<file path="src/rtl/uart_pkg.sv">
// Shared definitions for the UART transmit scheduler: frame FSM states,
// data width, and the sizing rule for the baud counter.
package uart_pkg;

  localparam int UART_DATA_W = 8;

  typedef enum logic [2:0] {
    IDLE   = 3'd0,
    START  = 3'd1,
    DATA   = 3'd2,
    PARITY = 3'd3,
    STOP   = 3'd4
  } uart_state_t;

  // Width needed to count 0..clks_per_bit-1; never narrower than one bit.
  function automatic int baud_cnt_w(input int clks_per_bit);
    return (clks_per_bit > 2) ? $clog2(clks_per_bit) : 1;
  endfunction

endpackage

</file>
<file path="src/rtl/uart_baud_tick.sv">
// Baud tick generator: counts 0..CLKS_PER_BIT-1 and flags the terminal count.
// clr restarts the count so a new frame's start bit gets a full bit period.
module uart_baud_tick
  import uart_pkg::*;
#(
  parameter int CLKS_PER_BIT = 2604
) (
  input  logic clk,
  input  logic rst_n,
  input  logic clr,
  output logic tick
);

  localparam int CW = baud_cnt_w(CLKS_PER_BIT);
  localparam logic [CW-1:0] LAST = CW'(CLKS_PER_BIT - 1);

  logic [CW-1:0] cnt;

  // Free-running bit-period counter, wraps at the terminal count.
  always_ff @(posedge clk) begin
    // NOTE: sequential state uses non-blocking assignments so every register
    // samples pre-edge values regardless of statement order.
    if (!rst_n)           cnt <= '0;
    else if (clr)         cnt <= '0;
    else if (cnt == LAST) cnt <= '0;
    else                  cnt <= cnt + CW'(1);
  end

  // Terminal-count flag.
  always_comb begin
    tick = (cnt == LAST);
  end

endmodule

</file>
<file path="src/rtl/uart_tx_sched.sv">
// Two-requester UART transmitter: round-robin grant over valid/ready, then
// frames the granted byte as start, 8 data bits LSB first, optional even
// parity, and STOP_BITS stop bits on a registered, idle-high tx line.
module uart_tx_sched
  import uart_pkg::*;
#(
  parameter int CLKS_PER_BIT = 2604,
  parameter int STOP_BITS    = 1,
  parameter int PARITY_EN    = 0
) (
  input  logic       clk,
  input  logic       rst_n,
  input  logic       en,
  input  logic       req0_valid,
  input  logic [7:0] req0_data,
  output logic       req0_ready,
  input  logic       req1_valid,
  input  logic [7:0] req1_data,
  output logic       req1_ready,
  output logic       tx,
  output logic       busy,
  output logic       frame_done,
  output logic       done_id
);

  localparam logic [2:0] LAST_BIT  = 3'(UART_DATA_W - 1);
  localparam logic       STOP_LAST = 1'(STOP_BITS - 1);

  uart_state_t            state, state_d;
  logic [UART_DATA_W-1:0] shreg;
  logic [2:0]             bit_idx;
  logic                   stop_cnt;
  logic                   id;
  logic                   parity_bit;
  logic                   last_grant;
  logic                   tick;
  logic                   sel;
  logic                   xfer;
  logic                   tx_d;
  logic [UART_DATA_W-1:0] xfer_data;

  uart_baud_tick #(.CLKS_PER_BIT(CLKS_PER_BIT)) u_baud (
    .clk   (clk),
    .rst_n (rst_n),
    .clr   (xfer),
    .tick  (tick)
  );

  // Round-robin select: a lone valid wins; on contention the requester that
  // did not win last time goes next.
  always_comb begin
    // NOTE: every combinational output gets a default first so no path leaves
    // it unassigned and a latch can never be inferred.
    sel = 1'b0;
    if (req0_valid && req1_valid) sel = ~last_grant;
    else if (req1_valid)          sel = 1'b1;
    xfer      = (state == IDLE) && en && (req0_valid || req1_valid);
    xfer_data = sel ? req1_data : req0_data;
  end

  // FSM state register.
  always_ff @(posedge clk) begin
    if (!rst_n) state <= IDLE;
    else        state <= state_d;
  end

  // Next-state logic: each non-idle state advances only on a baud tick.
  always_comb begin
    state_d = state;
    case (state)
      IDLE:    if (xfer) state_d = START;
      START:   if (tick) state_d = DATA;
      DATA:    if (tick && bit_idx == LAST_BIT)
                 state_d = (PARITY_EN != 0) ? PARITY : STOP;
      PARITY:  if (tick) state_d = STOP;
      STOP:    if (tick && stop_cnt == STOP_LAST) state_d = IDLE;
      default: state_d = IDLE;
    endcase
  end

  // Outputs: handshakes, busy, and the tx level for the state about to be
  // entered so the registered line lines up with the state register.
  always_comb begin
    req0_ready = xfer && !sel;
    req1_ready = xfer && sel;
    busy       = (state != IDLE);
    tx_d       = 1'b1;
    case (state_d)
      START:   tx_d = 1'b0;
      DATA:    tx_d = (state == DATA && tick) ? shreg[1] : shreg[0];
      PARITY:  tx_d = parity_bit;
      default: tx_d = 1'b1;
    endcase
  end

  // Frame datapath: latch byte and owner on grant, shift per data bit,
  // count stop bits, and pulse frame_done on entry to IDLE.
  always_ff @(posedge clk) begin
    if (!rst_n) begin
      shreg      <= '0;
      bit_idx    <= '0;
      stop_cnt   <= 1'b0;
      id         <= 1'b0;
      parity_bit <= 1'b0;
      last_grant <= 1'b1;
      tx         <= 1'b1;
      frame_done <= 1'b0;
      done_id    <= 1'b0;
    end else begin
      frame_done <= 1'b0;
      tx         <= tx_d;
      case (state)
        IDLE: if (xfer) begin
          shreg      <= xfer_data;
          parity_bit <= ^xfer_data;
          id         <= sel;
          last_grant <= sel;
          bit_idx    <= '0;
          stop_cnt   <= 1'b0;
        end
        DATA: if (tick) begin
          shreg <= shreg >> 1;
          if (bit_idx != LAST_BIT) bit_idx <= bit_idx + 3'd1;
        end
        STOP: if (tick) begin
          if (stop_cnt == STOP_LAST) begin
            frame_done <= 1'b1;
            done_id    <= id;
          end else begin
            stop_cnt <= stop_cnt + 1'b1;
          end
        end
        default: ;
      endcase
    end
  end

endmodule
</file>
<file path="config.mk">
export PLATFORM = sky130hd
export DESIGN_NAME = uart_tx_sched
export DESIGN_NICKNAME = d
export VERILOG_FILES = /design/src/rtl/uart_pkg.sv /design/src/rtl/uart_baud_tick.sv /design/src/rtl/uart_tx_sched.sv
export SDC_FILE = /design/constraint.sdc
export NUM_CORES = 1
export LEC_CHECK = 0
export ABC_AREA = 1
export BUFFER_PORTS_ARGS = -buffer_cell sky130_fd_sc_hd__buf_2
export CORE_MARGIN = 8
export CORE_UTILIZATION = 55
export CTS_CLUSTER_DIAMETER = 30
export CTS_CLUSTER_SIZE = 10
export DETAILED_ROUTE_END_ITERATION = 8
export PLACE_DENSITY = 0.77
export SLEW_MARGIN = 15
export SYNTH_ARGS = -nofsm -noshare
export SYNTH_HDL_FRONTEND = slang
export SYNTH_SLANG_ARGS = --single-unit
</file>
<file path="constraint.sdc">
create_clock -name clk -period 2.3 [get_ports clk]
set_input_delay 0.115 -clock clk [delete_from_list [all_inputs] [get_ports clk]]
set_output_delay 0.115 -clock clk [all_outputs]
set_load 0.1 [all_outputs]
</file>
==> results of run 1 <==
-- cells by family (layout without fill, tap and decap cells) --
group / count (synthesis) / after routing / synth area share
buffers and inverters: 47 / 74 / 0.116
AO/OA/AOI/OAI: 41 / 41 / 0.116
XOR/XNOR: 2 / 2 / 0.00882
flip-flops: 32 / 32 / 0.323
AND/OR/NAND/NOR: 170 / 170 / 0.418
adder cells (fa/ha/maj): 3 / 3 / 0.0189
-- routing by layer --
layer,track usage,share of wire
met1,0.163,0.49
met4,0.0577,0.0096
met3,0.0366,0.040
met2,0.244,0.46
met5,0,0
-- power breakdown --
group          internal (uW)  switching [uW]  total [uW]
registers                579            14.2         593
clock network            151             181         332
logic                   80.9             177         258
-- area by class of cell --
type / instances / area, sq um
sequential: 32 / 641
clock buffer: 8 / 58.8
inverter: 40 / 153
tap: 48 / 60.1
timing repair buffer: 26 / 130
multi-input combinational: 216 / 1120
fill: 353 / 1420
-- flip-flops by register name, indices dropped and copies added (netlist names) --
| signal | cells |
|---|---|
| parity_bit | 1 |
| u_baud.cnt | 12 |
| frame_done | 1 |
| id | 1 |
| last_grant | 1 |
| done_id | 1 |
| shreg | 8 |
| bit_idx | 3 |
| tx | 1 |
| state | 3 |
-- layout by cell type (no fill, tap or decap), drive strengths merged, types with 2 or more instances in the layout --
cell and n:
a21oi 12, nand3 22, xor2 2, dfxtp 32, a211oi 2, ha 3, nand4 3, nand3b 6
nand2 94, nor3 9, o21ai 25, inv 39, nor2 34, buf 26, clkbuf 8
-- worst min-delay path by stage --
stage,slack (ps),to,startpoint,cells past startpoint
3_3_place_gp,430,u_baud.cnt[0]$_SDFF_PP0_,u_baud.cnt[0]$_SDFF_PP0_,1
6_report,100,last_grant$_SDFFE_PN1P_,rst_n,2
4_1_cts,100,last_grant$_SDFFE_PN1P_,rst_n,2
5_1_grt,90,last_grant$_SDFFE_PN1P_,rst_n,2
3_5_place_dp,440,u_baud.cnt[0]$_SDFF_PP0_,u_baud.cnt[0]$_SDFF_PP0_,1
2_1_floorplan,300,u_baud.cnt[1]$_SDFF_PP0_,rst_n,2
-- stage by stage --
stage | hold slack (ps) | instances | util | instance area [sq um]
2_1_floorplan | 303 | 295 | - | 1990
3_3_place_gp | 431 | 362 | 0.588 | 2100
3_5_place_dp | 441 | 362 | 0.588 | 2100
4_1_cts | 95.3 | 370 | 0.605 | 2160
5_1_grt | 94.1 | 370 | 0.605 | 2160
6_report | 105 | 370 | 0.605 | 2160
==> metrics.md, run 1 <==
| Metric | Value |
|---|---|
| Run status | finished, final reports clean |
| Crit path to | req0_ready |
| Total track usage | 0.142 |
| Via count | 1853 |
| CTS H-tree lvls | 2 |
| 1st-pass router iterations | 4 |
| Hold_buf cts | 0 |
| ANT nets after route | 0 |
| CP max FO | 7 |
| Die area | 5790 sq um |
| YS warnings | 0 |
| Lkg Pwr | 0.00104 uW |
| DIE WIDTH | 76.1 um |
| Unrepaired setup endpoints after global routing | no |
| Final Worst Setup Slack | 426 ps |
| Crit path time final | 1870 ps |
| Initial core utilization | 0.555 |
| Number of vias per cell | 5.01 |
| Drt total wl | 3860 um |
| Synth top cells by count | nand2_1 (75), dfxtp_1 (32), nor2_1 (31), inv_1 (29), nand3_1 (20) |
| Pin count of the biggest net entering global routing | 21 |
| Root buffer cell | clkbuf_4 |
| Worst Path Arrival | 1760 ps |
| Post-CTS setup buffers | 0 |
| F_max | 534 MHz |
| Iteration-0 DRC Markers | 103 |
| Setup Skew | 10.3 ps |
| TritonCTS clock tree | done |
| Number of global-route vias before repair | 1755 |
| Count leader, synth | nand2_1 |
| GRT overflow | 0 |
| Max VDD drop | 0.269 mV |
| DPL Wire Length | 3000 um |
| Worst r2r src | u_baud.cnt[0]$_SDFF_PP0_ |
| Synth Register Bits | 32 |
| CP peak stage delay | 430 ps |
| Slew Limit Fails | 0 |
| Setup violators final | 0 |
| Tightest Pin Transition | 487 ps |
| Worst r2r dst | shreg[3]$_SDFFE_PN0P_ |
| Clock tree sinks | 32 |
| Antenna fix cells | 0 |
| Post-Syn Area | 1990 sq um |
| Hold Violations, Final | 0 |
| CP most frequent cell | nor2_4 |
| GP Congestion | 0.813 |
| Critical path launch point | state[2]$_SDFF_PN0_ |
| Seq/Total Area, Yosys | 0.323 |
| CP delay by family, top | buffers and inverters |
| Number of synthesized flops with an enable pin | 0 |
| Total CTS buffers | 5 |
| Kind of start point of the critical path | flip-flop |
| Main area contributors after synthesis | dfxtp_1 (32%), nand2_1 (14%), nor2_1 (5.9%) |
| Mapped Cells | 295 |
| Post-synthesis cell type count | 34 |
| Place WS | 738 ps |
| Final Cycle Share | 0.815 |
| Core area | 3580 sq um |
| Crit-path cells | nor2_4 -> nand3_2 -> nor2_4 -> inv_4 -> a21oi_2 -> buf_2 |
| Reg-to-reg slack, setup | 700 ps |
| Max clock buf depth | 2 |
| Async S/R FF share, synth | 0 |
| Global-route wire length before repair | 7120 um |
| Area delta synth->final | 8.95% |
| Main flop type after synthesis | dfxtp_1 |
| Worst endpoint required time | 2180 ps |
| Yosys top cell by area | dfxtp_1 |
| CP endpoint kind | output port |
| Wirelength per Cell | 10.4 um |
| Layout Nets | 345 |
| IO buf count | 26 |
| Worst reg2reg path depth | 10 |
| Crit-path slowest cell | buf_2 |
| Post-route DRC | 0 |
| Clk Latency, worst-skew pair | 330 ps |
| Pwr/cell area | 547 nW/um^2 |
| Top-area cell type share of the netlist area | 0.323 |
| Initial antenna violation count | 0 |
| Clock slew at the register clock pins of the worst setup and hold paths | 90 ps |
| Mapped Nets | 319 |
| HP Class | input port to flip-flop |
| Share of post-route cells with drive strength above 1 | 0.227 |
| CP Depth | 6 |
| Buffers plus inverters on the worst setup path | 2 |
| Setup TNS Final | 0 ps |
| Slew margin rel. | 0.677 |
| Synthesized area per cell | 6.73 sq um |
| Tot Pwr | 1180 uW |
| Max-cap violations | 0 |
| Die height | 76.1 um |
| Cts repair resizes | 0 |
| IO Pins | 27 |
| Row Count | 22 |
| Kind of critical path | flip-flop to output port |
No activity file was read; power rests on OpenSTA's default activity.
==> inputs of run 2 (changes only) <==
--- a/config.mk
+++ b/config.mk
@@ -8,11 +8,11 @@
 export ABC_AREA = 1
 export BUFFER_PORTS_ARGS = -buffer_cell sky130_fd_sc_hd__buf_2
 export CORE_MARGIN = 8
-export CORE_UTILIZATION = 55
+export CORE_UTILIZATION = 52
 export CTS_CLUSTER_DIAMETER = 30
 export CTS_CLUSTER_SIZE = 10
 export DETAILED_ROUTE_END_ITERATION = 8
-export PLACE_DENSITY = 0.77
+export PLACE_DENSITY = 0.76
 export SLEW_MARGIN = 15
 export SYNTH_ARGS = -nofsm -noshare
 export SYNTH_HDL_FRONTEND = slang
==> constraint.sdc (replaced) <==
create_clock -name clk -period 1.5 [get_ports clk]
set_input_delay 0.075 -clock clk [delete_from_list [all_inputs] [get_ports clk]]
set_output_delay 0.075 -clock clk [all_outputs]
set_load 0.1 [all_outputs]
==> run 2 against run 1 <==
Effect of this change: global-route usage increased by 1.9 points; final cell count increased by 9.2%; register-to-register slack got worse by 660 ps; clock power increased by 110%; critical path type unchanged; largest power group unchanged.
==> metrics.md, run 2 (synthesized netlist as in run 1, its figures left out) <==
| Metric | Value |
|---|---|
| Clock slew at the register clock pins of the worst setup and hold paths | 70 ps |
| Number of vias per cell | 5.03 |
| Total track usage | 0.161 |
| Initial core utilization | 0.542 |
| HP Class | input port to flip-flop |
| Crit-path cells | nor2_4 -> nand3_4 -> nor2_4 -> inv_4 -> a21oi_4 -> buf_12 |
| Antenna fix cells | 0 |
| Via count | 2032 |
| Row Count | 22 |
| Biggest register | u_baud.cnt |
| Worst hold slack | 175 ps |
| CP peak stage delay | 340 ps |
| Max-cap violations | 0 |
| TritonCTS clock tree | done |
| Crit path time final | 1480 ps |
| Layout Nets | 379 |
| Worst Path Arrival | 1410 ps |
| Kind of critical path | flip-flop to output port |
| CP max FO | 6 |
| Top Registers | u_baud.cnt (12), shreg (8) |
| Tightest Pin Transition | 493 ps |
| Post-route DRC | 0 |
| CP endpoint kind | output port |
| Die height | 77.8 um |
| Run status | finished, final reports clean |
| Area delta synth->final | 35.0% |
| GRT overflow | 0 |
| Buffers plus inverters on the worst setup path | 2 |
| Crit-path slowest cell | dfxtp_2 |
| Global-route wire length before repair | 8180 um |
| Share of post-route cells with drive strength above 1 | 0.396 |
| Initial antenna violation count | 0 |
| Clk Latency, worst-skew pair | 290 ps |
| Unrepaired setup endpoints after global routing | yes |
| IO Pins | 27 |
| Iteration-0 DRC Markers | 101 |
| Clock tree sinks | 32 |
| Max clock buf depth | 2 |
| Hold Violations, Final | 0 |
| Wirelength per Cell | 11.5 um |
| Number of global-route vias before repair | 1937 |
| Drt total wl | 4660 um |
| Total CTS buffers | 5 |
| Kind of start point of the critical path | flip-flop |
| Setup TNS Final | 0 ps |
| CP delay by family, top | simple AND/OR/NAND/NOR gates |
| Final Cycle Share | 0.988 |
| Commonest non-fill, non-tap cell in the layout | nand2_1 |
| Core area | 3660 sq um |
| GP Congestion | 0.798 |
| F_max | 675 MHz |
| Setup violators final | 0 |
| Die area | 6050 sq um |
| Pin count of the biggest net entering global routing | 15 |
| Setup Skew | 4.53 ps |
| Most frequent cells in the layout | nand2_1 (64), inv_1 (28), buf_4 (27), nand2_2 (25), buf_2 (25) |
| DIE WIDTH | 77.8 um |
| Hold_buf cts | 0 |
| 1st-pass router iterations | 4 |
| CP most frequent cell | nor2_4 |
| CTS H-tree lvls | 2 |
| Max VDD drop | 0.604 mV |
| Pwr/cell area | 811 nW/um^2 |
| Root buffer cell | clkbuf_8 |
| Largest register FFs | 12 |
| Slew Limit Fails | 0 |
| IO buf count | 26 |
| Slew margin rel. | 0.673 |
| Worst endpoint required time | 1420 ps |
| Lkg Pwr | 0.00129 uW |
| DPL Wire Length | 3330 um |
| ANT nets after route | 0 |
run 2: layout make-up:
class	instances	area, sq um
multi-input combinational	216	1240
inverter	40	168
timing repair buffer	60	465
clock buffer	8	90.1
tap	48	60.1
sequential	32	652
fill	292	981
run 2: power by group:
group          leakage [uW]  switching [uW]  internal (uW)
clock             0.0000455             313            374
combinational      0.000979             329            242
sequential         0.000264            24.2            891
total               0.00129             666           1510
run 2: per-stage QoR:
| step | power (uW) | std cells | setup WS [ps] | utilization | instance area, sq um |
|---|---|---|---|---|---|
| after floorplan | 1260 | 295 | 24.3 | - | 2000 |
| after global placement | 1370 | 375 | -6.77 | 0.620 | 2270 |
| after CTS | 2120 | 394 | -4.04 | 0.681 | 2490 |
| after global routing | 2290 | 404 | -67.7 | 0.732 | 2680 |
| after detailed placement | 1380 | 375 | -58.0 | 0.620 | 2270 |
| final | 2170 | 404 | 17.9 | 0.732 | 2680 |
run 2: per-layer routing:
metal,track usage,part of all wire,vias to the layer above
met5,0,0,-
met4,0.0509,0.010,0
met3,0.0518,0.039,8
met2,0.263,0.47,34
met1,0.195,0.48,931
li1,-,-,1059
run 2: what timing repair did:
item / 4_1_cts / 5_1_grt
pin swaps: 12 / 16
resized for setup: 11 / 43
setup endpoints to repair: 14 / 21
buffers inserted: 11 / 10
run 2: final timing paths:
| path | start | endpoint | slack, ps | cells past startpoint |
|---|---|---|---|---|
| min reg2reg | done_id$_SDFFE_PN0P_ | done_id$_SDFFE_PN0P_ | 450 | 2 |
| max | state[2]$_SDFF_PN0_ | req0_ready | 20 | 6 |
| min | rst_n | shreg[0]$_SDFFE_PN0P_ | 170 | 3 |
| max reg2reg | u_baud.cnt[0]$_SDFF_PP0_ | tx$_SDFF_PN1_ | 40 | 10 |
run 2: worst reg2reg max path, stage by stage (launching register included):
cell and delay [ps]:
dfxtp_2 350, ha_4 150, nand4_1 130, nor2_2 160, nand2_4 100, inv_4 80, nand2_4 60, nand2_2 70
o21ai_2 50, a21oi_2 120, nand2_1 70
